--- src/rtl/circ_rot_aligner_if.sv ---
// Job/result handshake bundle for circ_rot_aligner: the source side is the master,
// the aligner is the slave.
interface circ_rot_aligner_if #(
  parameter int N = 8
);
  localparam int CW = $clog2(N);

  logic          in_valid;
  logic          in_ready;
  logic [N-1:0]  in_seq;
  logic [N-1:0]  pattern;
  logic          out_valid;
  logic          out_ready;
  logic [N-1:0]  aligned;
  logic [CW-1:0] rot_amt;
  logic          found;

  modport master (
    output in_valid, in_seq, pattern, out_ready,
    input  in_ready, out_valid, aligned, rot_amt, found
  );

  modport slave (
    input  in_valid, in_seq, pattern, out_ready,
    output in_ready, out_valid, aligned, rot_amt, found
  );
endinterface

--- src/rtl/circ_rot_aligner.sv ---
// Sequential rotation aligner: rotates the captured word right one bit per cycle
// until it equals the reference pattern, then reports the rotation count.
module circ_rot_aligner #(
  parameter int N = 8
) (
  input logic             clk,
  input logic             rst_n,
  circ_rot_aligner_if.slave bus
);
  localparam int CW = $clog2(N);

  typedef enum logic [1:0] {IDLE, SEARCH, DONE} state_t;

  state_t        state, state_nx;
  logic [N-1:0]  work, pat, orig, aligned_q;
  logic [CW-1:0] cnt, rot_q;
  logic          found_q;
  logic          match, last;

  assign match = (work == pat);
  assign last  = (cnt == CW'(N - 1));

  always_ff @(posedge clk) begin
    if (!rst_n) state <= IDLE;
    else        state <= state_nx;
  end

  always_comb begin
    state_nx = state;
    case (state)
      IDLE:    if (bus.in_valid) state_nx = SEARCH;
      SEARCH:  if (match || last) state_nx = DONE;
      DONE:    if (bus.out_ready) state_nx = IDLE;
      default: state_nx = IDLE;
    endcase
  end

  always_comb begin
    bus.in_ready  = rst_n && (state == IDLE);
    bus.out_valid = (state == DONE);
  end

  // The first matching count wins, so periodic words report the smallest rotation.
  always_ff @(posedge clk) begin
    if (!rst_n) begin
      work      <= '0;
      pat       <= '0;
      orig      <= '0;
      cnt       <= '0;
      aligned_q <= '0;
      rot_q     <= '0;
      found_q   <= 1'b0;
    end else begin
      case (state)
        IDLE: begin
          if (bus.in_valid) begin
            work <= bus.in_seq;
            orig <= bus.in_seq;
            pat  <= bus.pattern;
            cnt  <= '0;
          end
        end
        SEARCH: begin
          if (match) begin
            aligned_q <= work;
            rot_q     <= cnt;
            found_q   <= 1'b1;
          end else if (!last) begin
            work <= {work[0], work[N-1:1]};
            cnt  <= cnt + CW'(1);
          end else begin
            aligned_q <= orig;
            rot_q     <= '0;
            found_q   <= 1'b0;
          end
        end
        default: ;
      endcase
    end
  end

  assign bus.aligned = aligned_q;
  assign bus.rot_amt = rot_q;
  assign bus.found   = found_q;
endmodule

--- src/flat_wrapper.sv ---
// flat-port wrapper written by rule: the top's interface ports become plain ports
module circ_rot_aligner_flat 
#(
  parameter int N = 8
)
  (clk, rst_n, bus_in_valid, bus_in_seq, bus_pattern, bus_out_ready, bus_in_ready, bus_out_valid, bus_aligned, bus_rot_amt, bus_found);
  circ_rot_aligner_if #(.N(N)) bus_i ();
  input logic clk;
  input logic rst_n;
  input wire logic [$bits(bus_i.in_valid)-1:0] bus_in_valid;
  input wire logic [$bits(bus_i.in_seq)-1:0] bus_in_seq;
  input wire logic [$bits(bus_i.pattern)-1:0] bus_pattern;
  input wire logic [$bits(bus_i.out_ready)-1:0] bus_out_ready;
  output wire logic [$bits(bus_i.in_ready)-1:0] bus_in_ready;
  output wire logic [$bits(bus_i.out_valid)-1:0] bus_out_valid;
  output wire logic [$bits(bus_i.aligned)-1:0] bus_aligned;
  output wire logic [$bits(bus_i.rot_amt)-1:0] bus_rot_amt;
  output wire logic [$bits(bus_i.found)-1:0] bus_found;
  assign bus_i.in_valid = bus_in_valid;
  assign bus_i.in_seq = bus_in_seq;
  assign bus_i.pattern = bus_pattern;
  assign bus_i.out_ready = bus_out_ready;
  assign bus_in_ready = bus_i.in_ready;
  assign bus_out_valid = bus_i.out_valid;
  assign bus_aligned = bus_i.aligned;
  assign bus_rot_amt = bus_i.rot_amt;
  assign bus_found = bus_i.found;
  circ_rot_aligner #(.N(N)) u_core (.clk(clk), .rst_n(rst_n), .bus(bus_i));
endmodule
--- config.mk ---
export PLATFORM = sky130hd
export DESIGN_NAME = circ_rot_aligner_flat
export DESIGN_NICKNAME = d
export VERILOG_FILES = /design/src/rtl/circ_rot_aligner_if.sv /design/src/rtl/circ_rot_aligner.sv /design/src/flat_wrapper.sv
export SDC_FILE = /design/constraint.sdc
export NUM_CORES = 1
export LEC_CHECK = 0
export BUFFER_PORTS_ARGS = -buffer_cell sky130_fd_sc_hd__buf_4
export CAP_MARGIN = 40
export CORE_UTILIZATION = 45
export CTS_CLUSTER_SIZE = 30
export DETAILED_ROUTE_END_ITERATION = 7
export HOLD_SLACK_MARGIN = 0.12
export PLACE_DENSITY_LB_ADDON = 0.25
export SKIP_CTS_REPAIR_TIMING = 1
export SLEW_MARGIN = 20
export SYNTH_ARGS = -nofsm -noshare
export SYNTH_HDL_FRONTEND = slang
export SYNTH_SLANG_ARGS = --single-unit
--- constraint.sdc ---
create_clock -name clk -period 2.2 [get_ports clk]
set_clock_uncertainty 0.15 [all_clocks]
set_input_delay 0.11 -clock clk [delete_from_list [all_inputs] [get_ports clk]]
set_output_delay 0.11 -clock clk [all_outputs]
set_load 0.01 [all_outputs]
======== Yosys cells after proc, flatten, opt, wreduce, memory -nomap -nowiden ========
Index checks and enable logic that the tools add are counted.
storage, ports and cells
  register bits ........................... 41
  bits of input ports ..................... 20
  output and inout bits ................... 14
  logic and storage cells ................. 45
operators by class
  add/subtract/negate cells ............... 1
  equality and inequality tests ........... 9
  muxes and demuxes ....................... 18
  reductions and logical operators ........ 9
operator list
  kind                 count
  $mux 8               5
  $pmux 8 s2           1
  $mux 3               5
  $eq 8x8->1           1
  $ne 2x2->1 const B   4
  $mux 2               3
  $pmux 2 s3           1
  $pmux 3 s2           1
  $reduce_and 2->1     2
  $reduce_and 4->1     1
  $reduce_bool 2->1    2
  $add 3x1->3 const B  1
  $eq 3x3->1 const B   1
  $reduce_and 3->1     1
  $eq 2x1->1 const B   1
  $eq 2x2->1 const B   1
  $logic_not 2->1      1
  $mux 1               2
  $ne 2x1->1 const B   1
  $logic_and 1x1->1    1
  $logic_or 1x1->1     1

======== Longest topological paths before layout ========
  depth in word-level cells ............... 4
  gate-level depth with buffers ........... 7
  depth with buffers taken out ............ 7

======== Worst setup path before layout ========
OpenSTA, ideal clock, no wires.
  path type ............................... register to register
  start ................................... register u_core.cnt[0]
  end ..................................... register u_core.cnt[1]
  setup time .............................. 0.070 ns
  arrival ................................. 1.490 ns
  data required time ...................... 1.980 ns
  path slack .............................. 0.490 ns
  cell stages (with the launch flop) ...... 8
  path buffers ............................ 2
  period minus slack after synthesis ...... 1.710 ns
  path through ............................ dfxtp_1 ha_1 ha_1 clkbuf_1 a21oi_1 buf_2 nand3_1 a21oi_1
between the ends
  word-level cells in the longest chain between the ends .. 4
  elaborated cells on any way between the ends .. 7
  classes of those cells .................. add/sub (1); eq/ne (2); mux (3); reduce/logical (1)
RTL lines
  element                 line                    text
  start, declared         circ_rot_aligner.sv:16  logic [CW-1:0] cnt, rot_q;
  start signal, assigned  circ_rot_aligner.sv:70  cnt <= cnt + CW'(1);
  $add 3x1->3             circ_rot_aligner.sv:70
  $mux 3                  circ_rot_aligner.sv:68  end else if (!last) begin
  $mux 3                  circ_rot_aligner.sv:64  if (match) begin
  $pmux 3 s2              circ_rot_aligner.sv:54  case (state)
Parallel ways exist; a longest one is shown, timed or not. The select of a mux whose other input is x is not followed.
A chain may end at the register's enable or synchronous reset.

======== Worst setup path after layout ========
  start ................................... register u_core.work[4]
  end ..................................... register u_core.work[7]
between the ends
  word-level cells in the longest chain between the ends .. 3
RTL lines
  element                            line                    text
  start, declared                    circ_rot_aligner.sv:15  logic [N-1:0] work, pat, orig, aligned_q;
  start signal, assigned             circ_rot_aligner.sv:57  work <= bus.in_seq;
  start signal, assigned             circ_rot_aligner.sv:69  work <= {work[0], work[N-1:1]};
  $eq 8x8->1                         circ_rot_aligner.sv:20  assign match = (work == pat);
  $ne 2x2->1 (no source line)        -
  $reduce_and 4->1 (no source line)  -
No other way between the ends.

==> flow_summary.ini <==
[floorplan]
placement_rows = 23
ios = 34
die-width_um = 68.72
dieArea_um2 = 4722
start_util_pct = 48.34
dieHeight_um = 68.72
core_region_area_um2 = 4144

[yosys]
synthesis.nets = 278
ys_types = 29
synth_seq_area_share_pct = 40.97
synthFlopType = dfxtp_1
synth-edff-count = 0
ys_seq_elements = 41
post-synth-top-count-cell = nand2_1
synth_async_sr_flop_share_pct = 0
synth_largest_area_cell = dfxtp_1
synth_top_area_share_pct = 40.97
synth_area_um2 = 2003
synth_area_leaders = dfxtp_1 (41%), nand2_1 (10%), a21oi_1 (9.5%)
syn_area_per_cell_um2 = 7.825
syn-instance-count = 256
ys_warn_count = 0
netlist_top_cells_count = nand2_1 (56), dfxtp_1 (41), a21oi_1 (38), nand3_1 (18), nor2b_1 (13)

[place]
gp_congestion = 0.9462
port_buffers = 33
dp_hpwl_um = 3549
dp_slack_ns = 0.2960

[global_routing]
grt.total_usage_pct = 23.43
grt_pass1_vias = 1703
overflow = 0
grt_max_degree = 21
grt_pass1_wl_um = 8107
antenna_found_initial = 0

[routing]
wire_per_inst_um = 14.96
drc = 0
via_per_inst = 5.660
drt_iter0_markers = 149
ant_nets = 0
vias = 2015
routed_wl_um = 5324
drt-pass1-iter-count = 4

[critical_path]
cp_slowest_cell = dfxtp_1
cpMostUsedCell = a21oi_1
crit_buf_inv = 1
crit_required_ns = 2.27
slowest_delay_ns = 0.46
cp_max_fo = 8
path_cells = xor2_1 -> nor4_2 -> a21oi_1 -> buf_4 -> nand3_1 -> a21oi_1
path_class = flop to flop
reg2reg_slack_ns = 0.26
critPathLaunchType = flop
cpLargestDelayFamily = compound AO/OA/AOI/OAI gates
crit_arrival_ns = 2.02
endpoint_kind = flop

[timing]
setup_ws_ns = 0.2558
finalHoldViolCount = 0
slew_headroom_pct = 64.88
rsz0062_at_grt = no
max_freq_mhz = 514.4
final_max_slew_viol_count = 0
fin_crit_sh_pct = 88.37
tightest_slew_ns = 0.5267
setup_viol = 0
fin_setup_tns_ns = 0
final.min_clock_period_ns = 1.944
fin_worst_hold_slack_ns = 0.2826

[clock_network]
clk_path_buf_depth = 2
root_buffer = clkbuf_8
clock_latency_ns = 0.29
numCtsBuffers = 5
clock-sinks = 41
cts_tree = yes
path_clk_slew_ns = 0.07
htreeDepth = 2

[flow_run]
drv_cap = 0

[finish]
final_net_count = 327
area_delta_synth_final_pct = 29.42
drive_above_1_share_pct = 18.30
insertedDiodeCount = 0

[pwr]
powerDensity_nw_per_um2 = 737.0
peakVddDrop_mv = 0.3754
p_leak_nw = 1.013

[hold_path]
holdCritPathClass = input port to flop

[status]
outcome = finished clean
## state kept, by name, summed over array words and instances (netlist names)
| signal | flops |
|---|---|
| u_core.bus.aligned | 8 |
| u_core.bus.found | 1 |
| u_core.bus.rot_amt | 3 |
| u_core.cnt | 3 |
| u_core.orig | 8 |
| u_core.pat | 8 |
| u_core.state | 2 |
| u_core.work | 8 |
## report_power, final
group	switching (W)	total, W	leakage [nW]	internal (W)
Clock	0.000256	0.000626	0.0585	0.000370
Sequential	0.0000583	0.000853	0.335	0.000795
Combinational	0.000249	0.000431	0.620	0.000182
## through the flow
step / cell area [um2] / std cells / total power (W) / utilization [%]
after floorplan: 2003 / 256 / 0.001147 / -
after global placement: 2296 / 330 / 0.001266 / 55.40
after detailed placement: 2296 / 330 / 0.001270 / 55.40
after CTS: 2412 / 338 / 0.001891 / 58.21
after global routing: 2592 / 356 / 0.002004 / 62.56
final: 2592 / 356 / 0.001911 / 62.56
## cell usage in the layout (no fill, tap or decap), drive strengths merged, types with 2 or more instances in the layout
cell and instances:
nand2b 2, o311ai 2, dfxtp 41, a21o 2, dlygate4sd3 18, xor2 8
nor2b 13, o21ai 10, and2 2, nor4 2, clkbuf 7, a41oi 7
a31oi 9, a21oi 38, nand2 57, ha 2, buf 45, nand4 7
o22ai 3, nand3 18, nand3b 7
## area by class of cell
class | instances | area (um2)
clock buffers | 7 | 86.33
clock inverters | 1 | 30.03
fillers | 385 | 1551
inverters | 1 | 3.754
multi-input cells | 193 | 1071
flip-flops and latches | 41 | 820.8
well taps | 50 | 62.56
repair buffers | 63 | 518.0
## layer usage
layer | track usage (%) | share of wire, %
met5 | 0 | 0
met4 | 9.439 | 2.0
met3 | 6.250 | 6.2
met2 | 33.21 | 45
met1 | 33.27 | 46
## final timing paths
path | startpoint | to | cells after the start
hold / removal | bus_in_valid | u_core.work[7] | 6
hold reg to reg | u_core.bus.found | u_core.bus.found | 2
setup reg to reg | u_core.work[4] | u_core.work[7] | 6
setup / recovery | u_core.work[4] | u_core.work[7] | 6
## kinds of logic after synthesis
family	count (synthesis)	synth area share (%)
adder cells (fa/ha/maj)	2	1.249
buffers and inverters	22	5.684
flip-flops	41	40.97
AND/OR/NAND/NOR	111	27.79
XOR/XNOR	8	3.498
AO/OA/AOI/OAI	72	20.80
## worst min-delay path, cell delays in order
cell and delay, ns:
buf_4 0.14, nor2b_1 0.05, a21oi_1 0.09, o21ai_0 0.07, a31oi_1 0.13, a21oi_1 0.07
Power figures use the tool's default switching activity.
